==> src/rtl/ddr_out_bank_if.sv <==
// Beat handshake between the write-data FIFO (master) and the DDR output bank (slave).
`timescale 1ns/1ps
interface ddr_out_bank_if #(
   parameter int WIDTH = 16
);
   logic             in_valid;
   logic             in_ready;
   logic [WIDTH-1:0] in_d0;
   logic [WIDTH-1:0] in_d1;

   modport master (output in_valid, output in_d0, output in_d1, input in_ready);
   modport slave  (input in_valid, input in_d0, input in_d1, output in_ready);
endinterface

==> src/rtl/ddr_out_bank.sv <==
// DDR output staging bank: fixed-length bursts, retimed fall data, oe/dqs_en windows.
// Optional DDR_OUT_SEAMLESS_EN lets a new burst start in the first POST cycle.
`timescale 1ns/1ps
module ddr_out_bank #(
   parameter int WIDTH      = 16,
   parameter int BURST_LEN  = 4,
   parameter int PREAMBLE   = 1,
   parameter int POSTAMBLE  = 1,
   parameter int FALL_DELAY = 1
) (
   input  logic             sys_clk,
   input  logic             sys_rst_n,
   ddr_out_bank_if.slave    bus,
   input  logic             err_clr,
   output logic [WIDTH-1:0] q0,
   output logic [WIDTH-1:0] q1,
   output logic             oe,
   output logic             dqs_en,
   output logic             busy,
   output logic             underrun
);

`ifdef DDR_OUT_SEAMLESS_EN
   localparam bit SEAMLESS = 1'b1;
`else
   localparam bit SEAMLESS = 1'b0;
`endif

   localparam int CW = 5;
   localparam logic [CW-1:0] PRE_LAST  = CW'((PREAMBLE > 0) ? PREAMBLE - 1 : 0);
   localparam logic [CW-1:0] BL_LAST   = CW'(BURST_LEN - 1);
   localparam logic [CW-1:0] POST_LAST = CW'(POSTAMBLE - 1);

   typedef enum logic [1:0] {IDLE, PRE, DATA, POST} state_t;

   state_t           state_q, state_d;
   logic [CW-1:0]    cnt_q, cnt_d;
   logic [WIDTH-1:0] q0_q, q0_d;
   logic [WIDTH-1:0] fall0_q, fall0_d;
   logic [WIDTH-1:0] fall1_q, fall1_d;
   logic             oe_q, oe_d;
   logic             dqs_q, dqs_d;
   logic             ur_q, ur_d;
   logic             in_ready_c;

   always_comb begin
      state_d    = state_q;
      cnt_d      = cnt_q;
      q0_d       = '0;
      fall0_d    = '0;
      fall1_d    = fall0_q;
      dqs_d      = 1'b0;
      ur_d       = ur_q & ~err_clr;
      in_ready_c = 1'b0;

      case (state_q)
         IDLE: begin
            if (bus.in_valid) begin
               cnt_d   = '0;
               state_d = (PREAMBLE > 0) ? PRE : DATA;
            end
         end
         PRE: begin
            if (cnt_q == PRE_LAST) begin
               state_d = DATA;
               cnt_d   = '0;
            end else begin
               cnt_d = cnt_q + CW'(1);
            end
         end
         DATA: begin
            // Missing beats still consume their slot so the burst length never stretches.
            in_ready_c = 1'b1;
            dqs_d      = 1'b1;
            if (bus.in_valid) begin
               q0_d    = bus.in_d0;
               fall0_d = bus.in_d1;
            end else begin
               ur_d = 1'b1;
            end
            if (cnt_q == BL_LAST) begin
               state_d = POST;
               cnt_d   = '0;
            end else begin
               cnt_d = cnt_q + CW'(1);
            end
         end
         POST: begin
            if (cnt_q == POST_LAST) begin
               state_d = IDLE;
               cnt_d   = '0;
            end else begin
               cnt_d = cnt_q + CW'(1);
            end
            if (SEAMLESS && (cnt_q == '0)) begin
               in_ready_c = 1'b1;
               if (bus.in_valid) begin
                  q0_d    = bus.in_d0;
                  fall0_d = bus.in_d1;
                  dqs_d   = 1'b1;
                  state_d = (BURST_LEN == 1) ? POST : DATA;
                  cnt_d   = (BURST_LEN == 1) ? '0 : CW'(1);
               end
            end
         end
         default: begin
            state_d = IDLE;
            cnt_d   = '0;
         end
      endcase

      // oe lingers one extra cycle when the fall word is delayed, covering the last q1.
      oe_d = (state_d != IDLE) ||
             ((FALL_DELAY != 0) && (state_q == POST) && (state_d == IDLE));
   end

   always_ff @(posedge sys_clk or negedge sys_rst_n) begin
      if (!sys_rst_n) begin
         state_q <= IDLE;
         cnt_q   <= '0;
         q0_q    <= '0;
         fall0_q <= '0;
         fall1_q <= '0;
         oe_q    <= 1'b0;
         dqs_q   <= 1'b0;
         ur_q    <= 1'b0;
      end else begin
         state_q <= state_d;
         cnt_q   <= cnt_d;
         q0_q    <= q0_d;
         fall0_q <= fall0_d;
         fall1_q <= fall1_d;
         oe_q    <= oe_d;
         dqs_q   <= dqs_d;
         ur_q    <= ur_d;
      end
   end

   assign bus.in_ready = in_ready_c;
   assign q0           = q0_q;
   assign q1           = (FALL_DELAY == 0) ? fall0_q : fall1_q;
   assign oe           = oe_q;
   assign dqs_en       = dqs_q;
   assign busy         = (state_q != IDLE);
   assign underrun     = ur_q;

endmodule

==> src/flat_wrapper.sv <==
// flat-port wrapper written by rule: the top's interface ports become plain ports
module ddr_out_bank_flat 
#(
   parameter int WIDTH      = 16,
   parameter int BURST_LEN  = 4,
   parameter int PREAMBLE   = 1,
   parameter int POSTAMBLE  = 1,
   parameter int FALL_DELAY = 1
)
  (sys_clk, sys_rst_n, err_clr, q0, q1, oe, dqs_en, busy, underrun, bus_in_valid, bus_in_d0, bus_in_d1, bus_in_ready);
  ddr_out_bank_if #(.WIDTH(WIDTH)) bus_i ();
  input  logic sys_clk;
  input  logic sys_rst_n;
  input  logic err_clr;
  output logic [WIDTH-1:0] q0;
  output logic [WIDTH-1:0] q1;
  output logic oe;
  output logic dqs_en;
  output logic busy;
  output logic underrun;
  input wire logic [$bits(bus_i.in_valid)-1:0] bus_in_valid;
  input wire logic [$bits(bus_i.in_d0)-1:0] bus_in_d0;
  input wire logic [$bits(bus_i.in_d1)-1:0] bus_in_d1;
  output wire logic [$bits(bus_i.in_ready)-1:0] bus_in_ready;
  assign bus_i.in_valid = bus_in_valid;
  assign bus_i.in_d0 = bus_in_d0;
  assign bus_i.in_d1 = bus_in_d1;
  assign bus_in_ready = bus_i.in_ready;
  ddr_out_bank #(.WIDTH(WIDTH), .BURST_LEN(BURST_LEN), .PREAMBLE(PREAMBLE), .POSTAMBLE(POSTAMBLE), .FALL_DELAY(FALL_DELAY)) u_core (.sys_clk(sys_clk), .sys_rst_n(sys_rst_n), .bus(bus_i), .err_clr(err_clr), .q0(q0), .q1(q1), .oe(oe), .dqs_en(dqs_en), .busy(busy), .underrun(underrun));
endmodule
==> config.mk <==
export PLATFORM = sky130hd
export DESIGN_NAME = ddr_out_bank_flat
export DESIGN_NICKNAME = d
export VERILOG_FILES = /design/src/rtl/ddr_out_bank_if.sv /design/src/rtl/ddr_out_bank.sv /design/src/flat_wrapper.sv
export SDC_FILE = /design/constraint.sdc
export NUM_CORES = 1
export LEC_CHECK = 0
export ABC_CLOCK_PERIOD_IN_PS = 1400
export CAP_MARGIN = 40
export CORE_MARGIN = 2
export CORE_UTILIZATION = 38
export DETAILED_ROUTE_END_ITERATION = 8
export PLACE_DENSITY = 0.78
export SKIP_CTS_REPAIR_TIMING = 1
export SLEW_MARGIN = 20
export SYNTH_ARGS = -nofsm -noshare
export SYNTH_HDL_FRONTEND = slang
export SYNTH_SLANG_ARGS = --single-unit
export TNS_END_PERCENT = 100
==> constraint.sdc <==
create_clock -name sys_clk -period 1.4 [get_ports sys_clk]
set_input_delay 0.28 -clock sys_clk [delete_from_list [all_inputs] [get_ports sys_clk]]
set_output_delay 0.28 -clock sys_clk [all_outputs]
set_load 0.03 [all_outputs]
==> impl_metrics.tcl <==
set metrics [dict create \
    outcome "finished with violations" \
    violations "setup timing" \
    rr_worst_depth 5 \
    dpl_worst_slack_ns -0.04974 \
    top_usage_layer "met2" \
    grtUsageMet3 0.05756 \
    use_met1 0.1927 \
    grt-ovfl-total 0 \
    syn_inst 130 \
    cap_violations 0 \
    fmax_ghz 0.6777 \
    htreeDepth 3 \
    cellPowerDensity_nw_per_um2 1763 \
    wirelength_mm 4.186 \
    use_met2 0.2252 \
    synth_mux_area_frac 0.01052 \
    cts.sink_count 58 \
    hold_path.class "reg2reg" \
    grt_pass1_wl_mm 6.099 \
    syn_to_final_growth_pct 66.40 \
    final_area_um2 3167 \
    die_x_um 74.77 \
    grt_max_degree 59 \
    synth_compound_area_frac 0.03485 \
    drive_above_1_share 0.1718 \
    setup_viol 2 \
    drc_errors 0 \
    gp_congestion 0.8717 \
    crit_start "u_core.state_q[0]$_DFF_PN0_" \
    yosys-top-cells-area "dfrtp_1 76%, and3_1 11%, inv_1 1.4%" \
    max-vdd-ir-drop_uv 1166 \
    die_h_um 74.77 \
    postPlaceCellArea_um2 2771 \
    maxSlewViolCount 0 \
    crit_path_max_fanout 4 \
    grt_pass1_vias 1245 \
    clock_path_buffers 2 \
    r2r_slack_ns 0.09 \
    tightest_slew_ns 0.3640 \
    dr.pass1.iters 4 \
    cp-endpoint "bus_in_ready" \
    path_class "reg2out" \
    synth_top_area_frac 0.7627 \
    rows 25 \
    n_antenna_cell 0 \
    yosys.area_share.simple 0.1394 \
    clk_latency_ns 0.33 \
    end_kind "primary output" \
    grt.total_usage 0.1551 \
    synth_edf_count 0 \
    cts_tree "done" \
    period_needed_ns 1.476 \
    avgSynthCellArea_um2 14.64 \
    synth-xor-area-share 0.009204 \
    io_pins 73 \
    ant_nets 0 \
    synth_ff_type "dfrtp_1" \
    hold_viol_final 0 \
    fin_nets 260 \
    startpoint_type "flop" \
    mostFrequentLayoutCells "58 x dfrtp_1, 35 x dlymetal6s2s_1, 34 x clkdlybuf4s50_1" \
    yosysWarnings 0 \
    syn_area_um2 1903 \
    timing.rr.end "u_core.cnt_q[0]$_DFFE_PN0P_" \
    dieArea_um2 5590 \
    worstPathArrival_ns 1.20 \
    clk_pin_slew_ns 0.07 \
    coreArea_um2 4786 \
    timing.final.ws_setup_ns -0.07564 \
    drt_iter0_markers 64 \
    ys_ff_latch 58 \
    rsz0062_at_grt "yes" \
    viasPerCell 4.446 \
    hold_ws_ns 0.3475 \
    cts_root_buf "clkbuf_8" \
    layout_commonest_cell "dfrtp_1" \
    numCtsBuffers 9 \
    antenna_found_initial 0 \
    r2r-start "u_core.cnt_q[0]$_DFFE_PN0P_" \
    skew_ns 0.004985 \
    yosysUniqueCellTypes 25 \
    syn_nets 168 \
    routedWlPerCell_um 14.24 \
    relSlewSlack 0.7569 \
    power_uw 5583 \
    numPortBuffers 72 \
    num_vias 1307 \
    ys_seq_area_frac 0.7627 \
    initial_utilization 0.3976 \
    synth_top_family_by_area "simple AND/OR/NAND/NOR gates" \
    p_leak_uw 0.002161 \
    async_reset_ff_frac 1.000 \
    yosysTopAreaCell "dfrtp_1" \
    synthAdderAreaFrac 0.01315 \
    cp.required_ns 1.12 \
    dp_hpwl_mm 2.622 \
    post-route-period-util 1.054 \
]
metrics by stage:
| step | setup TNS, ns | utilization | std cells |
|---|---|---|---|
| final | -0.07776 | 0.6617 | 294 |
| after CTS | -8.947 | 0.6295 | 290 |
| after detailed placement | -0.2189 | 0.5791 | 274 |
| after global routing | -0.1780 | 0.6617 | 294 |
| after floorplan | 0 | - | 130 |
| after global placement | -0.01671 | 0.5791 | 274 |
final cells by class:
| class | count | area, um^2 |
|---|---|---|
| clock buffer | 9 | 123.9 |
| clock inverter | 7 | 117.6 |
| fill | 359 | 1619 |
| inverter | 7 | 28.78 |
| multi-input combinational | 58 | 422.9 |
| sequential | 58 | 1451 |
| tap | 67 | 83.83 |
| timing repair buffer | 88 | 938.4 |
report_power, final:
group,leakage [uW],internal (uW),switching (uW)
Clock,0.000111,1180,665
Combinational,0.00126,788,876
Sequential,0.000786,1940,136
Total,0.00216,3910,1680
how the worst min path moves through the flow:
stage,start,end,slack [ns],depth (start not counted)
after floorplan,sys_rst_n,u_core.cnt_q[0]$_DFFE_PN0P_,-0.02,0
after global placement,sys_rst_n,u_core.q1[13]$_DFF_PN0_,0.30,2
after detailed placement,sys_rst_n,u_core.q1[13]$_DFF_PN0_,0.30,2
after CTS,sys_rst_n,u_core.fall0_q[10]$_DFF_PN0_,-0.06,2
after global routing,u_core.fall0_q[8]$_DFF_PN0_,u_core.q1[8]$_DFF_PN0_,0.36,0
final,u_core.fall0_q[8]$_DFF_PN0_,u_core.q1[8]$_DFF_PN0_,0.35,0
sequential cells by signal (all words and copies together) (netlist names):
name / flops
u_core.fall0_q: 16
u_core.q0: 16
u_core.q1: 16
u_core.cnt_q: 5
u_core.state_q: 2
u_core.dqs_en: 1
u_core.oe: 1
u_core.underrun: 1
per-layer routing:
metal  vias to the layer above  routed length (um)
met5                         -                   0
met4                         0                 110
met3                        11                 277
met2                        53                2074
met1                       620                1724
li1                        623                   -
critical path: stages (launching register included):
cell and delay (ns):
dfrtp_1 0.40, buf_6 0.12, nand2b_4 0.15, inv_4 0.07, buf_6 0.12
cell families (layout without fill, tap and decap cells):
| group | after synthesis | count (layout) |
|---|---|---|
| XOR/XNOR | 2 | 2 |
| flip-flops | 58 | 58 |
| adder cells (fa/ha/maj) | 2 | 2 |
| multiplexers | 2 | 2 |
| AND/OR/NAND/NOR | 43 | 43 |
| AO/OA/AOI/OAI | 9 | 9 |
| buffers and inverters | 14 | 111 |
cells in the mapped netlist, types with 2 or more instances:
library cell / instances
and3_1: 32
o22ai_1: 2
ha_1: 2
nand3_1: 2
mux2i_1: 2
clkbuf_1: 3
clkbuf_2: 2
inv_1: 7
nor4b_1: 2
nand2b_1: 2
dfrtp_1: 58
buf_2: 2
nand2_1: 2
No activity file was read; power rests on OpenSTA's default activity.
==> edit 1, RTL diff (same settings) <==
`WIDTH` is set to 16 in 3 places; all go to 12.
--- a/src/rtl/ddr_out_bank_if.sv
+++ b/src/rtl/ddr_out_bank_if.sv
@@ -1,7 +1,7 @@
 // Beat handshake between the write-data FIFO (master) and the DDR output bank (slave).
 `timescale 1ns/1ps
 interface ddr_out_bank_if #(
-   parameter int WIDTH = 16
+   parameter int WIDTH = 12
 );
    logic             in_valid;
    logic             in_ready;
--- a/src/rtl/ddr_out_bank.sv
+++ b/src/rtl/ddr_out_bank.sv
@@ -2,7 +2,7 @@
 // Optional DDR_OUT_SEAMLESS_EN lets a new burst start in the first POST cycle.
 `timescale 1ns/1ps
 module ddr_out_bank #(
-   parameter int WIDTH      = 16,
+   parameter int WIDTH      = 12,
    parameter int BURST_LEN  = 4,
    parameter int PREAMBLE   = 1,
    parameter int POSTAMBLE  = 1,
--- a/src/flat_wrapper.sv
+++ b/src/flat_wrapper.sv
@@ -1,7 +1,7 @@
 // flat-port wrapper written by rule: the top's interface ports become plain ports
 module ddr_out_bank_flat 
 #(
-   parameter int WIDTH      = 16,
+   parameter int WIDTH      = 12,
    parameter int BURST_LEN  = 4,
    parameter int PREAMBLE   = 1,
    parameter int POSTAMBLE  = 1,
Ports: changed (resized bus_in_d0, bus_in_d1, q0 and q1); port bits go from 73 to 57. The function was not compared with the original's and may differ.
==> edit 1 against the unedited design <==
- the flow still finishes with violations (negative setup slack)
- wire length decreased by 15%
- synthesized area decreased by 17%
- setup slack got worse by 63 ps
- combinational power decreased by 12%
- hold slack improved by 5.2 ps
- sequential cell count decreased by 12
- final area decreased by 20%
- power decreased by 27%
- critical path type is now flop to flop
- largest cell class unchanged
- highest routed layer unchanged
==> edit 1: results (changes against the unedited design) <==
RUN_STATUS='finished, violations left'
FAILED_CHECKS='negative setup slack'
PLACE_HPWL_UM=2560  # -2.4%
MIN_FROM='u_core.fall0_q[11]$_DFF_PN0_'
WORSTPATHARRIVAL_PS=1710  # +510 ps
WORST_CLOCK_SKEW_PS=5.14  # +0.155 ps
WORST_PATH_LARGEST_CELL_DELAY_PS=460  # +60 ps
FINAL_SETUP_VIOLATING_ENDPOINTS=6  # +4
GRT_MAX_DEGREE=21  # -64%
POSTSYNTHCELLCOUNT=109  # -16%
CRIT_PATH_MAX_FANOUT=3  # -1
SETUP_SLACK_PS=-138  # -62.6 ps
SYNTH_CELL_TYPES=25  # unchanged
REG2REG_FROM='u_core.cnt_q[1]$_DFFE_PN0P_'
STATIC-LEAKAGE-POWER_nW=1.69  # -22%
DETAILED_PLACE.AREA_SQ_MM=0.00226  # -18%
SYN-NUM-NETS=139  # -17%
SYNTH.TOP_CELLS.BY_COUNT='46 x dfrtp_1, 25 x and3_1, 6 x inv_1'
SHARE_OF_POST_ROUTE_CELLS_WITH_DRIVE_STRENGTH_ABOVE_1=0.210  # +0.0379
CTSLONGESTPATHBUFFERS=2  # unchanged
DRT_ITER0_DRC=75  # +17%
NETS=215  # -17%
CTSHTREEMAXLEVEL=2  # -1
FINAL_CELL_COUNT_NO_FILL=236  # -20%
SLOWEST_STAGE='or4b_4'
CTS_INSERTED_BUFFERS=5  # -4
SEQUENTIAL_CELL_AREA_FRACTION_IN_THE_YOSYS_REPORT=0.733  # -0.0296
SYN_TO_FINAL_GROWTH_PCT=60.7
FIN_SETUP_TNS_PS=-525  # -447 ps
CLK_LATENCY_PS=290  # -40 ps
FINAL_HOLD_SLACK_PS=353  # +5.21 ps
GRT_FIRST_PASS_WIRELENGTH_UM=5120  # -16%
DRT_PRE_ANTENNA_ITERS=4  # unchanged
OVERALL_GLOBAL_ROUTING_USAGE=0.155  # about the same
CLK_PIN_SLEW_PS=80
SYNTH_AREA_LEADERS='dfrtp_1 73%, and3_1 10%, or4b_4 1.8%'
TIMING_WORST_SLEW_PIN_VALUE_PS=406  # +42.4 ps
FAMILY_OF_CELLS_WITH_THE_GREATEST_SUMMED_DELAY_ON_THE_CRITICAL_PATH='simple AND/OR/NAND/NOR gates'
FIRST_GLOBAL_VIAS=1107  # -11%
AVERAGE_ROUTED_WIRE_PER_STANDARD_CELL_UM=15.1  # +6.2%
MAX-VDD-IR-DROP_uV=1040  # -11%
FINALWEIGHTEDCONGESTION=0.871  # -0.14%
TIMING_WORST_SETUP_PATH_TYPE='flop to flop'
FINAL.FILL_COUNT=291  # -19%
AVGVIACOUNTPERCELL=4.69  # +5.6%
PORT-BUFFER-COUNT=56  # -22%
SYNTH_FF_TYPE='dfrtp_1'
==> edit 1: kinds of logic after synthesis <==
family                     Yosys count  synth area share
muxes                                1           0.00637
AOI/OAI and AO/OA                   11            0.0566
and+or+nand+nor                     36             0.149
buffers and inverters               11            0.0279
DFF                                 46             0.733
adders and majority gates            2            0.0159
xor gates and xnor gates             2            0.0112
==> edit 1: power by group <==
part | internal, W | leakage (nW) | total [W] | switching (W)
Combinational | 0.000738 | 1.02 | 0.00146 | 0.000726
Clock | 0.000531 | 0.0504 | 0.000957 | 0.000427
Sequential | 0.00154 | 0.619 | 0.00168 | 0.000142
==> edit 1: final cells by class <==
class,instances,share of cell area
clock buffer,5,0.0273
clock inverter,3,0.0178
inverter,6,0.00892
multi-input combinational,52,0.157
sequential,46,0.457
tap,50,0.0248
timing repair buffer,74,0.307
==> edit 1: worst paths after layout <==
path	end	depth (start not counted)
worst max-delay path	u_core.cnt_q[0]$_DFFE_PN0P_	5
worst min-delay path	u_core.q1[11]$_DFF_PN0_	0
worst max register to register	u_core.cnt_q[0]$_DFFE_PN0P_	5
worst min register to register	u_core.q1[11]$_DFF_PN0_	0
max in group asynchronous	u_core.state_q[0]$_DFF_PN0_	3
min in group asynchronous	u_core.fall0_q[8]$_DFF_PN0_	2
==> edit 1: layer usage <==
layer | track usage | wire length, um
met3 | 0.0444 | 215
met4 | 0.0500 | 14
met1 | 0.174 | 1420
met5 | 0 | 0
met2 | 0.282 | 1920
==> edit 1: through the flow <==
stage	setup slack [ps]	utilization
after floorplan	-39.1	-
final	-138	0.631
after CTS	-282	0.594
after detailed placement	-163	0.566
after global routing	-185	0.631
after global placement	-64.8	0.566
==> edit 2, RTL diff (same settings) <==
Without the edit above. Register the output `underrun` once more, cleared by the reset; this adds one clock of latency there. The other outputs are not delayed to match.
--- a/src/rtl/ddr_out_bank.sv
+++ b/src/rtl/ddr_out_bank.sv
@@ -142,7 +142,13 @@
    assign oe           = oe_q;
    assign dqs_en       = dqs_q;
    assign busy         = (state_q != IDLE);
-   assign underrun     = ur_q;
+   always_ff @(posedge sys_clk or negedge sys_rst_n) begin
+      if (!sys_rst_n) begin
+         underrun <= '0;
+      end else begin
+         underrun <= ur_q;
+      end
+   end
 
 endmodule
 
Behaviour: not the same (Yosys sat finds a counterexample within 4 cycles, from zero or initial values and one cycle with sys_rst_n low).
==> edit 2 against the unedited design <==
- final area rose by 3.4%
- first-iteration DRC count up 100%
- synthesized area up 1.3%
- sequential cell count grew 1
- setup slack better by 86 ps
- power grew 4.9%
- wire length increased by 5.1%
- largest power group unchanged
- hold slack worse by 3.4 ps
==> edit 2: results (changes against the unedited design) <==
R2R_SETUP_SLACK_PS=60  # -30 ps
VIAS=1322  # +1.1%
FINAL_CELL_COUNT_NO_FILL=300  # +2.0%
FINAL.FILL_COUNT=338  # -5.8%
FINALWEIGHTEDCONGESTION=0.768  # -12%
SYNTH_AREA_LEADERS='dfrtp_1 77%, and3_1 10%, inv_1 1.4%'
SYNTH_ADDER_AREA_SHARE=0.0130  # -0.000171
CTS_INSERTED_BUFFERS=9  # unchanged
CLOCK_CELL_AREA_SHARE=0.0737  # -0.00251
DRT_PRE_ANTENNA_ITERS=4  # unchanged
PLACE_HPWL_UM=2940  # +12%
MAX-VDD-IR-DROP_uV=1170  # about the same
DRT_ITER0_DRC=129  # +100%
SYN-NUM-NETS=169  # +0.60%
FINAL_AREA_SQ_MM=0.00327  # +3.4%
CTS_ROOT_BUF='clkbuf_8'
WORST_SETUP_PATH_STARTPOINT='u_core.state_q[1]$_DFF_PN0_'
OVERALL_GLOBAL_ROUTING_USAGE=0.165  # +0.0103
DP_WORST_SETUP_SLACK_PS=-48.7  # +1.09 ps
SIGNAL_BUFFERS=93  # +5.7%
SYNTHXORXNORAREAFRAC=0.00909  # -0.000119
MAX_SLEW_HEADROOM=0.751  # -0.00570
FINAL_WORST_PATH_PERIOD_SHARE=0.993  # -0.0614
WORSTPATHARRIVAL_PS=1110  # -90 ps
DETAILED_PLACE.AREA_SQ_MM=0.00281  # +1.4%
WORST_CLOCK_SKEW_PS=4.84  # -0.146 ps
CLOCK_BUFFER_COUNT=11  # +2
BUFAREASHARENONCLOCK=0.298  # +0.00173
POSTSYNTHREGISTERBITS=59  # +1.7%
SYNTH_COMPOUND_GATE_AREA_SHARE=0.0344  # -0.000452
GRT_FIRST_PASS_WIRELENGTH_UM=6670  # +9.4%
POSTSYNTHCELLCOUNT=131  # +0.77%
PLACE_INST=277  # +1.1%
SHARE_OF_POST_ROUTE_CELLS_WITH_DRIVE_STRENGTH_ABOVE_1=0.215  # +0.0428
PORTION_OF_NETLIST_AREA_OCCUPIED_BY_MUX_CELLS=0.0104  # -0.000137
SYNTH.TOP_CELLS.BY_COUNT='59 x dfrtp_1, 32 x and3_1, 7 x inv_1'
RUN_STATUS='finished clean'
SEQUENTIAL_CELL_AREA_FRACTION_IN_THE_YOSYS_REPORT=0.766  # +0.00308
SEQ_AREA_FRAC=0.451  # -0.00742
FINAL_HOLD_SLACK_PS=344  # -3.39 ps
STATIC-LEAKAGE-POWER_nW=2.21  # +2.5%
[edit 2: routing by layer]
metal,wire length (um),up-vias,track usage,share of wire
li1,-,637,-,-
met1,1870,638,0.218,0.43
met2,2200,42,0.250,0.50
met3,278,5,0.0656,0.063
met4,42,0,0.0585,0.0095
met5,0,-,0,0
[edit 2: worst min-delay path by stage]
stage	start	endpoint
final	u_core.fall0_q[6]$_DFF_PN0_	u_core.q1[6]$_DFF_PN0_
after global routing	u_core.fall0_q[6]$_DFF_PN0_	u_core.q1[6]$_DFF_PN0_
after CTS	sys_rst_n	u_core.q1[0]$_DFF_PN0_
after detailed placement	sys_rst_n	u_core.dqs_en$_DFF_PN0_
after global placement	sys_rst_n	u_core.dqs_en$_DFF_PN0_
after floorplan	sys_rst_n	u_core.cnt_q[0]$_DFFE_PN0P_
[edit 2: power by group]
group / internal (W) / switching [W]
registers: 0.00198 / 0.000166
logic: 0.000930 / 0.000938
clock network: 0.00123 / 0.000620
